===== config.mk =====
export PLATFORM = sky130hd
export DESIGN_NAME = pipe_ctrl_unit_flat
export DESIGN_NICKNAME = d
export VERILOG_FILES = /design/src/rtl/pipe_ctrl_unit_if.sv /design/src/rtl/pipe_ctrl_unit.sv /design/src/flat_wrapper.sv
export SDC_FILE = /design/constraint.sdc
export NUM_CORES = 1
export LEC_CHECK = 0
export ABC_AREA = 1
export ABC_CLOCK_PERIOD_IN_PS = 1980
export CORE_MARGIN = 1
export CORE_UTILIZATION = 38
export DETAILED_ROUTE_END_ITERATION = 10
export MAX_ROUTING_LAYER = met4
export PLACE_DENSITY = 0.77
export SLEW_MARGIN = 10
export SYNTH_ARGS = -nofsm -noshare
export SYNTH_HDL_FRONTEND = slang
export SYNTH_SLANG_ARGS = --single-unit

===== constraint.sdc =====
create_clock -name clk_i -period 1.98 [get_ports clk_i]
set_clock_uncertainty 0.2 [all_clocks]
set_input_delay 0.198 -clock clk_i [delete_from_list [all_inputs] [get_ports clk_i]]
set_output_delay 0.198 -clock clk_i [all_outputs]
set_load 0.05 [all_outputs]

===== src/rtl/pipe_ctrl_unit_if.sv =====
// Handshake bundle between the IF/ID front end and the pipelined control unit.
// The master drives the instruction and redirect; the slave returns stall/flush and the stage controls.
interface pipe_ctrl_unit_if #(parameter int REG_AW = 5);
    logic [31:0]       instr_i;
    logic              instr_valid_i;
    logic              redirect_i;
    logic              stall_o;
    logic              flush_o;
    logic [2:0]        ex_alu_op_o;
    logic              ex_alu_src_o;
    logic              ex_sign_o;
    logic              ex_branch_o;
    logic [1:0]        ex_branch_type_o;
    logic              ex_jump_o;
    logic              ex_jr_o;
    logic              ex_illegal_o;
    logic [REG_AW-1:0] ex_rs_o;
    logic [REG_AW-1:0] ex_rt_o;
    logic [REG_AW-1:0] ex_wreg_o;
    logic              ex_reg_write_o;
    logic              mem_read_o;
    logic              mem_write_o;
    logic              mem_reg_write_o;
    logic [REG_AW-1:0] mem_wreg_o;
    logic [1:0]        mem_mem_to_reg_o;
    logic              wb_reg_write_o;
    logic [REG_AW-1:0] wb_wreg_o;
    logic [1:0]        wb_mem_to_reg_o;

    modport master (
        output instr_i, instr_valid_i, redirect_i,
        input  stall_o, flush_o, ex_alu_op_o, ex_alu_src_o, ex_sign_o, ex_branch_o,
               ex_branch_type_o, ex_jump_o, ex_jr_o, ex_illegal_o, ex_rs_o, ex_rt_o,
               ex_wreg_o, ex_reg_write_o, mem_read_o, mem_write_o, mem_reg_write_o,
               mem_wreg_o, mem_mem_to_reg_o, wb_reg_write_o, wb_wreg_o, wb_mem_to_reg_o
    );
    modport slave (
        input  instr_i, instr_valid_i, redirect_i,
        output stall_o, flush_o, ex_alu_op_o, ex_alu_src_o, ex_sign_o, ex_branch_o,
               ex_branch_type_o, ex_jump_o, ex_jr_o, ex_illegal_o, ex_rs_o, ex_rt_o,
               ex_wreg_o, ex_reg_write_o, mem_read_o, mem_write_o, mem_reg_write_o,
               mem_wreg_o, mem_mem_to_reg_o, wb_reg_write_o, wb_wreg_o, wb_mem_to_reg_o
    );
endinterface


===== src/rtl/pipe_ctrl_unit.sv =====
// Pipelined MIPS control: ID decode, ID/EX -> EX/MEM -> MEM/WB control registers, flush and stall.
// Load-use detection is built only when PCU_HAZARD_EN is defined.
module pipe_ctrl_unit #(
    parameter int REG_AW   = 5,
    parameter int LINK_REG = 31
) (
    input logic             clk_i,
    input logic             rst_i,
    pipe_ctrl_unit_if.slave bus
);
    typedef struct packed {
        logic [2:0]        alu_op;
        logic              alu_src;
        logic              sign;
        logic              branch;
        logic [1:0]        branch_type;
        logic              jump;
        logic              jr;
        logic              illegal;
        logic [REG_AW-1:0] rs;
        logic [REG_AW-1:0] rt;
        logic [REG_AW-1:0] wreg;
        logic              reg_write;
        logic              mem_read;
        logic              mem_write;
        logic [1:0]        mem_to_reg;
    } ex_ctrl_t;

    typedef struct packed {
        logic              mem_read;
        logic              mem_write;
        logic              reg_write;
        logic [REG_AW-1:0] wreg;
        logic [1:0]        mem_to_reg;
    } mem_ctrl_t;

    typedef struct packed {
        logic              reg_write;
        logic [REG_AW-1:0] wreg;
        logic [1:0]        mem_to_reg;
    } wb_ctrl_t;

    ex_ctrl_t  dec, id_ex;
    mem_ctrl_t ex_mem;
    wb_ctrl_t  mem_wb;
    logic [5:0] op, funct;
    logic [1:0] reg_dst;
    logic       hazard;
    logic       unused_bits;

    assign op          = bus.instr_i[31:26];
    assign funct       = bus.instr_i[5:0];
    assign unused_bits = ^bus.instr_i[10:6];

    always_comb begin
        dec         = '0;
        reg_dst     = 2'b00;
        dec.rs      = REG_AW'(bus.instr_i[25:21]);
        dec.rt      = REG_AW'(bus.instr_i[20:16]);
        case (op)
            6'd0: begin
                dec.sign  = 1'b1;
                reg_dst   = 2'b01;
                dec.jr    = (funct == 6'b001000);
                dec.reg_write = (funct != 6'b001000);
            end
            6'd8:  begin dec.alu_op = 3'b001; dec.reg_write = 1'b1; end
            6'd10: begin dec.alu_op = 3'b010; dec.sign = 1'b1; dec.reg_write = 1'b1; end
            6'd15: begin dec.alu_op = 3'b011; dec.sign = 1'b1; dec.reg_write = 1'b1; end
            6'd13: begin dec.alu_op = 3'b100; dec.reg_write = 1'b1; end
            6'd4:  begin dec.alu_op = 3'b110; dec.branch = 1'b1; dec.branch_type = 2'b00; end
            6'd5:  begin dec.alu_op = 3'b110; dec.branch = 1'b1; dec.branch_type = 2'b11; end
            6'd7:  begin dec.alu_op = 3'b110; dec.branch = 1'b1; dec.branch_type = 2'b01; end
            6'd1:  begin dec.alu_op = 3'b110; dec.branch = 1'b1; dec.branch_type = 2'b10; end
            6'd35: begin
                dec.alu_op = 3'b100; dec.sign = 1'b1; dec.reg_write = 1'b1;
                dec.mem_read = 1'b1; dec.mem_to_reg = 2'b01;
            end
            6'd43: begin dec.alu_op = 3'b100; dec.sign = 1'b1; dec.mem_write = 1'b1; end
            6'd2:  begin dec.alu_op = 3'b111; dec.jump = 1'b1; end
            6'd3:  begin
                dec.alu_op = 3'b111; dec.jump = 1'b1; dec.reg_write = 1'b1;
                reg_dst = 2'b10; dec.mem_to_reg = 2'b10;
            end
            default: dec.illegal = 1'b1;
        endcase
        dec.alu_src = !dec.illegal && (op[3] | op[5]);
        case (reg_dst)
            2'b01:   dec.wreg = REG_AW'(bus.instr_i[15:11]);
            2'b10:   dec.wreg = REG_AW'(LINK_REG);
            default: dec.wreg = REG_AW'(bus.instr_i[20:16]);
        endcase
        // $0 is hardwired, so a write to it is never a real write
        if (dec.wreg == '0) dec.reg_write = 1'b0;
    end

`ifdef PCU_HAZARD_EN
    logic reads_rt;
    assign reads_rt = (op == 6'd0) || (op == 6'd4) || (op == 6'd5) ||
                      (op == 6'd7) || (op == 6'd43);
    assign hazard   = id_ex.mem_read && (id_ex.wreg != '0) && bus.instr_valid_i &&
                      ((id_ex.wreg == dec.rs) || (reads_rt && id_ex.wreg == dec.rt));
`else
    assign hazard = 1'b0;
`endif

    assign bus.stall_o = hazard & !bus.redirect_i;
    assign bus.flush_o = bus.redirect_i;

    always_ff @(posedge clk_i) begin
        if (rst_i) begin
            id_ex  <= '0;
            ex_mem <= '0;
            mem_wb <= '0;
        end else begin
            id_ex  <= (bus.redirect_i || hazard || !bus.instr_valid_i) ? '0 : dec;
            ex_mem <= '{mem_read: id_ex.mem_read, mem_write: id_ex.mem_write,
                        reg_write: id_ex.reg_write, wreg: id_ex.wreg,
                        mem_to_reg: id_ex.mem_to_reg};
            mem_wb <= '{reg_write: ex_mem.reg_write, wreg: ex_mem.wreg,
                        mem_to_reg: ex_mem.mem_to_reg};
        end
    end

    assign bus.ex_alu_op_o      = id_ex.alu_op;
    assign bus.ex_alu_src_o     = id_ex.alu_src;
    assign bus.ex_sign_o        = id_ex.sign;
    assign bus.ex_branch_o      = id_ex.branch;
    assign bus.ex_branch_type_o = id_ex.branch_type;
    assign bus.ex_jump_o        = id_ex.jump;
    assign bus.ex_jr_o          = id_ex.jr;
    assign bus.ex_illegal_o     = id_ex.illegal;
    assign bus.ex_rs_o          = id_ex.rs;
    assign bus.ex_rt_o          = id_ex.rt;
    assign bus.ex_wreg_o        = id_ex.wreg;
    assign bus.ex_reg_write_o   = id_ex.reg_write;
    assign bus.mem_read_o       = ex_mem.mem_read;
    assign bus.mem_write_o      = ex_mem.mem_write;
    assign bus.mem_reg_write_o  = ex_mem.reg_write;
    assign bus.mem_wreg_o       = ex_mem.wreg;
    assign bus.mem_mem_to_reg_o = ex_mem.mem_to_reg;
    assign bus.wb_reg_write_o   = mem_wb.reg_write;
    assign bus.wb_wreg_o        = mem_wb.wreg;
    assign bus.wb_mem_to_reg_o  = mem_wb.mem_to_reg;
endmodule


===== src/flat_wrapper.sv =====
// flat-port wrapper written by rule: the top's interface ports become plain ports
module pipe_ctrl_unit_flat 
#(
    parameter int REG_AW   = 5,
    parameter int LINK_REG = 31
)
  (clk_i, rst_i, bus_instr_i, bus_instr_valid_i, bus_redirect_i, bus_stall_o, bus_flush_o, bus_ex_alu_op_o, bus_ex_alu_src_o, bus_ex_sign_o, bus_ex_branch_o, bus_ex_branch_type_o, bus_ex_jump_o, bus_ex_jr_o, bus_ex_illegal_o, bus_ex_rs_o, bus_ex_rt_o, bus_ex_wreg_o, bus_ex_reg_write_o, bus_mem_read_o, bus_mem_write_o, bus_mem_reg_write_o, bus_mem_wreg_o, bus_mem_mem_to_reg_o, bus_wb_reg_write_o, bus_wb_wreg_o, bus_wb_mem_to_reg_o);
  pipe_ctrl_unit_if #(.REG_AW(REG_AW)) bus_i ();
  input logic clk_i;
  input logic rst_i;
  input wire logic [$bits(bus_i.instr_i)-1:0] bus_instr_i;
  input wire logic [$bits(bus_i.instr_valid_i)-1:0] bus_instr_valid_i;
  input wire logic [$bits(bus_i.redirect_i)-1:0] bus_redirect_i;
  output wire logic [$bits(bus_i.stall_o)-1:0] bus_stall_o;
  output wire logic [$bits(bus_i.flush_o)-1:0] bus_flush_o;
  output wire logic [$bits(bus_i.ex_alu_op_o)-1:0] bus_ex_alu_op_o;
  output wire logic [$bits(bus_i.ex_alu_src_o)-1:0] bus_ex_alu_src_o;
  output wire logic [$bits(bus_i.ex_sign_o)-1:0] bus_ex_sign_o;
  output wire logic [$bits(bus_i.ex_branch_o)-1:0] bus_ex_branch_o;
  output wire logic [$bits(bus_i.ex_branch_type_o)-1:0] bus_ex_branch_type_o;
  output wire logic [$bits(bus_i.ex_jump_o)-1:0] bus_ex_jump_o;
  output wire logic [$bits(bus_i.ex_jr_o)-1:0] bus_ex_jr_o;
  output wire logic [$bits(bus_i.ex_illegal_o)-1:0] bus_ex_illegal_o;
  output wire logic [$bits(bus_i.ex_rs_o)-1:0] bus_ex_rs_o;
  output wire logic [$bits(bus_i.ex_rt_o)-1:0] bus_ex_rt_o;
  output wire logic [$bits(bus_i.ex_wreg_o)-1:0] bus_ex_wreg_o;
  output wire logic [$bits(bus_i.ex_reg_write_o)-1:0] bus_ex_reg_write_o;
  output wire logic [$bits(bus_i.mem_read_o)-1:0] bus_mem_read_o;
  output wire logic [$bits(bus_i.mem_write_o)-1:0] bus_mem_write_o;
  output wire logic [$bits(bus_i.mem_reg_write_o)-1:0] bus_mem_reg_write_o;
  output wire logic [$bits(bus_i.mem_wreg_o)-1:0] bus_mem_wreg_o;
  output wire logic [$bits(bus_i.mem_mem_to_reg_o)-1:0] bus_mem_mem_to_reg_o;
  output wire logic [$bits(bus_i.wb_reg_write_o)-1:0] bus_wb_reg_write_o;
  output wire logic [$bits(bus_i.wb_wreg_o)-1:0] bus_wb_wreg_o;
  output wire logic [$bits(bus_i.wb_mem_to_reg_o)-1:0] bus_wb_mem_to_reg_o;
  assign bus_i.instr_i = bus_instr_i;
  assign bus_i.instr_valid_i = bus_instr_valid_i;
  assign bus_i.redirect_i = bus_redirect_i;
  assign bus_stall_o = bus_i.stall_o;
  assign bus_flush_o = bus_i.flush_o;
  assign bus_ex_alu_op_o = bus_i.ex_alu_op_o;
  assign bus_ex_alu_src_o = bus_i.ex_alu_src_o;
  assign bus_ex_sign_o = bus_i.ex_sign_o;
  assign bus_ex_branch_o = bus_i.ex_branch_o;
  assign bus_ex_branch_type_o = bus_i.ex_branch_type_o;
  assign bus_ex_jump_o = bus_i.ex_jump_o;
  assign bus_ex_jr_o = bus_i.ex_jr_o;
  assign bus_ex_illegal_o = bus_i.ex_illegal_o;
  assign bus_ex_rs_o = bus_i.ex_rs_o;
  assign bus_ex_rt_o = bus_i.ex_rt_o;
  assign bus_ex_wreg_o = bus_i.ex_wreg_o;
  assign bus_ex_reg_write_o = bus_i.ex_reg_write_o;
  assign bus_mem_read_o = bus_i.mem_read_o;
  assign bus_mem_write_o = bus_i.mem_write_o;
  assign bus_mem_reg_write_o = bus_i.mem_reg_write_o;
  assign bus_mem_wreg_o = bus_i.mem_wreg_o;
  assign bus_mem_mem_to_reg_o = bus_i.mem_mem_to_reg_o;
  assign bus_wb_reg_write_o = bus_i.wb_reg_write_o;
  assign bus_wb_wreg_o = bus_i.wb_wreg_o;
  assign bus_wb_mem_to_reg_o = bus_i.wb_mem_to_reg_o;
  pipe_ctrl_unit #(.REG_AW(REG_AW), .LINK_REG(LINK_REG)) u_core (.clk_i(clk_i), .rst_i(rst_i), .bus(bus_i));
endmodule

==> results.sh, run 1 <==
export IMPL_post_route_util=0.606
export IMPL_setup_tns_ps=0
export IMPL_wl_per_cell_um=9.69
export IMPL_path_cells="clkdlybuf4s50_1"
export IMPL_fin_cells=400
export IMPL_rsz0062_at_grt="false"
export IMPL_clock_path_buffers=2
export IMPL_syn_to_final_growth_pct=50.0
export IMPL_cp_arrival_ps=1450
export IMPL_dr_pass1_iters=4
export IMPL_cts_inserted_buffers=5
export IMPL_ys_types=24
export IMPL_first_global_vias=1484
export IMPL_reg2regPathDepth=2
export IMPL_worstMarginPinSlew_ps=524
export IMPL_end_kind="output pin"
export IMPL_power_w=0.00184
export IMPL_nets=370
export IMPL_syn_area_per_cell_sq_um=7.83
export IMPL_cts_num_sinks=49
export IMPL_diodes=0
export IMPL_place_gp_congestion=0.824
export IMPL_path_buf_inv=1
export IMPL_p_int_w=0.00138
export IMPL_layout_commonest_cell="clkdlybuf4s50_1"
export IMPL_hold_viol=0
export IMPL_min_delay_start="bus_instr_i[29]"
export IMPL_drv_cap=0
export IMPL_drc=0
export IMPL_p_sw_w=0.000468
export IMPL_slowest_stage="clkdlybuf4s50_1"
export IMPL_worstSetupPathDepth=1
export IMPL_fmaxAchievable_mhz=540
export IMPL_multiInputGateArea_sq_um=623
export IMPL_path_max_fanout=2
export IMPL_start_util=0.404
export IMPL_combPwrFrac=0.150
export IMPL_holdPathStages=4
export IMPL_hold_buffers=0
export IMPL_setup_violations=0
export IMPL_status="completed"
export IMPL_grt_pass1_wl_um=6290
export IMPL_cts_root_buf="clkbuf_8"
export IMPL_peakVddDrop_mv=0.288
export IMPL_wl_um=3880
export IMPL_holdPathEnd="u_core.bus.ex_branch_type_o[0]"
export IMPL_syn_area_sq_mm=0.00196
export IMPL_max_stage_delay_ps=810
export IMPL_synthCells=250
export IMPL_grt_ovfl_total=0
export IMPL_fillCellCount=458
export IMPL_cp_required_ps=1580
export IMPL_die_area_sq_mm=0.00544
export IMPL_antenna_found_initial=0
export IMPL_drt_first_iter_violations=49
export IMPL_die_y_um=73.8
export IMPL_hold_class="input port to flop"
export IMPL_synthesis_nets=288
export IMPL_drive_above_1_share=0.195
export IMPL_clk_pin_slew_ps=90
export IMPL_via_per_inst=4.11
export IMPL_io_pins=83
export IMPL_regArea_sq_um=981
export IMPL_insertion_delay_ps=300
export IMPL_htreeDepth=2
export IMPL_coreArea_sq_mm=0.00485
export IMPL_start_kind="flop"
export IMPL_r2r_setup_slack_ps=1260
export IMPL_power_frac_clock=0.306
export IMPL_antenna_left=0
export IMPL_critPathTopFamily="buffers and inverters"
export IMPL_timing_rr_start="u_core.bus.mem_wreg_o[4]"
export IMPL_synth_seq_cells=49
export IMPL_min_period_ps=1850
export IMPL_swShare=0.254
export IMPL_rows=25
export IMPL_period_share=0.935
export IMPL_powerDensity_mw_per_mm2=628
export IMPL_drv_slew=0
export IMPL_final_cell_mix="clkdlybuf4s50_1 (69), dfxtp_1 (49), nor2_1 (48)"
export IMPL_grt_max_degree=28
export IMPL_port_buffer_count=76
export IMPL_dpl_cell_count=389
export IMPL_fp_dieW_um=73.8
export IMPL_hpwlAfterDp_um=3050
export IMPL_grt_util_all_layers=0.154
export IMPL_yosysSeqAreaShare=0.501
export IMPL_ys_warnings_count=0
export IMPL_tritoncts="built"
export IMPL_slew_headroom=0.650
export IMPL_pwr_share_seq=0.544
export IMPL_critPathKind="flop to output pin"
export IMPL_rr_endpoint="u_core.bus.wb_wreg_o[4]"
export IMPL_p_leak_nw=1.32
export IMPL_route_vias_total=1645
synthesized netlist by cell type:
master	count	share of area
or2_2	1	0.0032
buf_6	3	0.017
dfxtp_1	49	0.50
ha_1	2	0.013
and3_1	1	0.0032
nor2_2	4	0.013
nand3_2	2	0.010
buf_4	22	0.084
nand3_1	7	0.018
a21oi_1	3	0.0077
inv_2	8	0.015
nor3_1	3	0.0077
nor4_1	1	0.0032
nand2_1	33	0.063
nor3_4	1	0.0083
nor2_1	51	0.098
nand2_2	4	0.013
o21ai_0	7	0.018
inv_1	42	0.081
nor2_4	2	0.012
a31oi_1	1	0.0032
a21oi_2	1	0.0045
conb_1	1	0.0019
clkbuf_1	1	0.0019
cell families (layout without fill, tap and decap cells):
kind of cell | after synthesis | in the layout | share of synthesized area
flip-flops | 49 | 49 | 0.501
other | 1 | 1 | 0.00192
buffers and inverters | 76 | 159 | 0.199
adder cells (fa/ha/maj) | 2 | 2 | 0.0128
AND/OR/NAND/NOR | 110 | 110 | 0.252
AO/OA/AOI/OAI | 12 | 12 | 0.0332
power groups by stage:
stage | Combinational (W) | Clock, W | Sequential [W]
after floorplan | 0.000131 | 0 | 0.00104
after global placement | 0.000266 | 0 | 0.00103
after detailed placement | 0.000268 | 0 | 0.00103
after CTS | 0.000272 | 0.000576 | 0.00100
after global routing | 0.000301 | 0.000619 | 0.00101
final | 0.000277 | 0.000564 | 0.00100
metrics by stage:
stage | setup slack [ps] | area [sq um] | hold WS, ps
after floorplan | 93.5 | 1960 | 77.3
after global placement | -406 | 2780 | 191
final | 129 | 2940 | 57.1
after detailed placement | -497 | 2780 | 196
after CTS | 12.9 | 2890 | 207
after global routing | 72.9 | 2940 | 74.0
final cells by class:
| class | instances | area share |
|---|---|---|
| flip-flops and latches | 49 | 0.334 |
| repair buffers | 101 | 0.331 |
| multi-input cells | 125 | 0.212 |
| inverters | 50 | 0.0639 |
| well taps | 67 | 0.0285 |
| clock buffers | 6 | 0.0247 |
| clock inverters | 2 | 0.00511 |
repair_timing:
action | CTS | global route
setup endpoints to repair | 6 | 1
pin swaps | 1 | 7
gates cloned | 0 | 0
gates resized for setup | 8 | 11
buffers inserted | 0 | 3
flip-flops by register name, indices dropped and copies added (netlist names), 2 cells and up:
register and count:
u_core.bus.ex_branch_type_o 2, u_core.bus.wb_wreg_o 5, u_core.bus.ex_rs_o 5, u_core.bus.mem_wreg_o 5, u_core.bus.ex_wreg_o 5, u_core.bus.mem_mem_to_reg_o 2, u_core.bus.wb_mem_to_reg_o 2, u_core.bus.ex_alu_op_o 3
u_core.id_ex 4, u_core.bus.ex_rt_o 5
worst max-delay path by stage:
stage                                  startpoint                   endpoint  slack (ps)
after floorplan                   bus_instr_i[29]  u_core.bus.ex_reg_write_o          90
after CTS                         bus_instr_i[29]  u_core.bus.ex_reg_write_o          10
after detailed placement          bus_instr_i[29]  u_core.bus.ex_reg_write_o        -500
after global placement            bus_instr_i[29]  u_core.bus.ex_reg_write_o        -410
final                     u_core.bus.ex_wreg_o[2]           bus_ex_wreg_o[2]         130
after global routing      u_core.bus.ex_wreg_o[3]           bus_ex_wreg_o[3]          70
per-layer routing:
| layer | vias to the layer above | GRT usage | wire length [um] |
|---|---|---|---|
| li1 | 873 | - | - |
| met5 | - | - | 0 |
| met2 | 56 | 0.268 | 1960 |
| met1 | 711 | 0.174 | 1690 |
| met4 | 0 | 0.0513 | 41 |
| met3 | 5 | 0.0343 | 188 |
(Power assumes the default switching activity.)
==> run 2, diff against run 1 <==
- ABC_CLOCK_PERIOD_IN_PS: 1980 -> 2100
- CORE_UTILIZATION: 38 -> 40
- clock period: 1.98 -> 2.1 ns (I/O delays scaled with it)
==> run 2 against run 1 <==
Global-route usage grew 1.1 points. Total power shrank 4.7%. Hold slack gained 150 ps. Largest cell class unchanged. Largest power group unchanged.
==> results.sh, run 2 (same netlist as run 1, synthesis figures left out) <==
export IMPL_status="completed"
export IMPL_syn_to_final_growth_pct=46.7
export IMPL_first_global_vias=1542
export IMPL_cts_inserted_buffers=5
export IMPL_dp_slack_ps=-334
export IMPL_drc=0
export IMPL_grt_pass1_wl_um=6560
export IMPL_drt_first_iter_violations=72
export IMPL_antenna_left=0
export IMPL_cts_root_buf="clkbuf_8"
export IMPL_die_area_sq_mm=0.00518
export IMPL_clock_path_buffers=2
export IMPL_start_kind="input port"
export IMPL_wl_um=3870
export IMPL_insertion_delay_ps=300
export IMPL_coreArea_sq_mm=0.00472
export IMPL_drive_above_1_share=0.177
export IMPL_rows=25
export IMPL_grt_max_degree=28
export IMPL_period_share=0.926
export IMPL_fp_dieW_um=72.0
export IMPL_hpwlAfterDp_um=3000
export IMPL_dpl_cell_count=387
export IMPL_post_cts_buffers=0
export IMPL_slew_headroom=0.647
export IMPL_port_buffer_count=76
export IMPL_wl_per_cell_um=9.78
export IMPL_htreeDepth=2
export IMPL_clk_pin_slew_ps=90
export IMPL_start_util=0.415
export IMPL_layout_commonest_cell="clkdlybuf4s50_1"
export IMPL_setup_violations=0
export IMPL_diodes=0
export IMPL_cts_num_sinks=49
export IMPL_path_max_fanout=4
export IMPL_tritoncts="built"
export IMPL_peakVddDrop_mv=0.340
export IMPL_nets=365
export IMPL_cp_arrival_ps=1950
export IMPL_route_vias_total=1628
export IMPL_cp_required_ps=2100
export IMPL_final_cell_mix="clkdlybuf4s50_1 (73), nor2_1 (49), dfxtp_1 (49)"
export IMPL_hold_class="flop to flop"
export IMPL_worstMarginPinSlew_ps=528
export IMPL_io_pins=83
export IMPL_end_kind="flop"
export IMPL_p_leak_nw=1.27
export IMPL_fin_cells=395
export IMPL_hold_viol=0
export IMPL_critPathKind="input port to flop"
export IMPL_die_y_um=72.0
export IMPL_min_period_ps=1950
export IMPL_hold_buffers=0
export IMPL_fmaxAchievable_mhz=514
export IMPL_grt_ovfl_total=0
export IMPL_place_gp_congestion=0.848
export IMPL_drv_slew=0
export IMPL_via_per_inst=4.12
export IMPL_powerDensity_mw_per_mm2=612
export IMPL_antenna_found_initial=0
export IMPL_dr_pass1_iters=6
export IMPL_grt_util_all_layers=0.165
export IMPL_drv_cap=0
export IMPL_post_route_worst_setup_slack_ps=155
[run 2: cell count changes in the layout (fill, tap and decap cells not counted), sizes merged]
cell	previous run	this run
buf	26	21
clkbuf	6	5
clkinvlp	2	1
inv	50	51
dlymetal6s2s	6	2
clkdlybuf4s50	69	73
clkinv	0	1
[run 2: per-layer routing]
metal,GRT usage,share of wire,vias to the layer above
li1,-,-,860
met1,0.195,0.44,705
met2,0.277,0.50,57
met3,0.0306,0.048,6
met4,0.0675,0.015,0
met5,-,0,-
[run 2: timing repair]
item	in CTS	in global routing
pin swaps	0	0
resized for setup	1	11
endpoints found under the setup margin	1	3
cloned	0	0
[run 2: critical path: stages]
cell and delay [ps]:
clkdlybuf4s50_1 440, inv_2 80, nand2_2 60, inv_2 60, nand2_2 50, nor2_2 110
inv_2 60, ha_4 270, buf_4 120, inv_1 60, o21ai_2 170, nand2_1 80
o21ai_1 130, nor2_1 40
[run 2: layout make-up]
class	count	area (sq um)
fillers	431	1850
flip-flops and latches	49	981
repair buffers	96	913
multi-input cells	125	617
inverters	50	188
well taps	67	83.8
clock buffers	5	68.8
clock inverters	3	21.3
[run 2: report_power, final]
group          internal (W)  switching (W)  total [W]
logic              0.000114       0.000137   0.000251
clock network      0.000237       0.000323   0.000560
registers          0.000942     0.00000453   0.000946
[run 2: stage by stage]
step                      total power, W  setup TNS [ps]  cell area (sq um)  utilization  hold slack [ps]
after floorplan                  0.00111               0               1960            -             89.3
after global placement           0.00121            -825               2750        0.582              194
after detailed placement         0.00122           -1190               2750        0.582              192
after CTS                        0.00177               0               2840        0.601              205
after global routing             0.00183           -10.4               2870        0.608              223
final                            0.00176               0               2870        0.608              205
[run 2: final timing paths]
kind | from | end | slack (ps) | cells past startpoint
min reg2reg | u_core.id_ex[3] | u_core.bus.mem_read_o | 200 | 2
min | u_core.id_ex[3] | u_core.bus.mem_read_o | 200 | 2
max reg2reg | u_core.bus.ex_reg_write_o | u_core.bus.mem_reg_write_o | 1380 | 2
max | bus_instr_i[29] | u_core.bus.ex_reg_write_o | 150 | 14
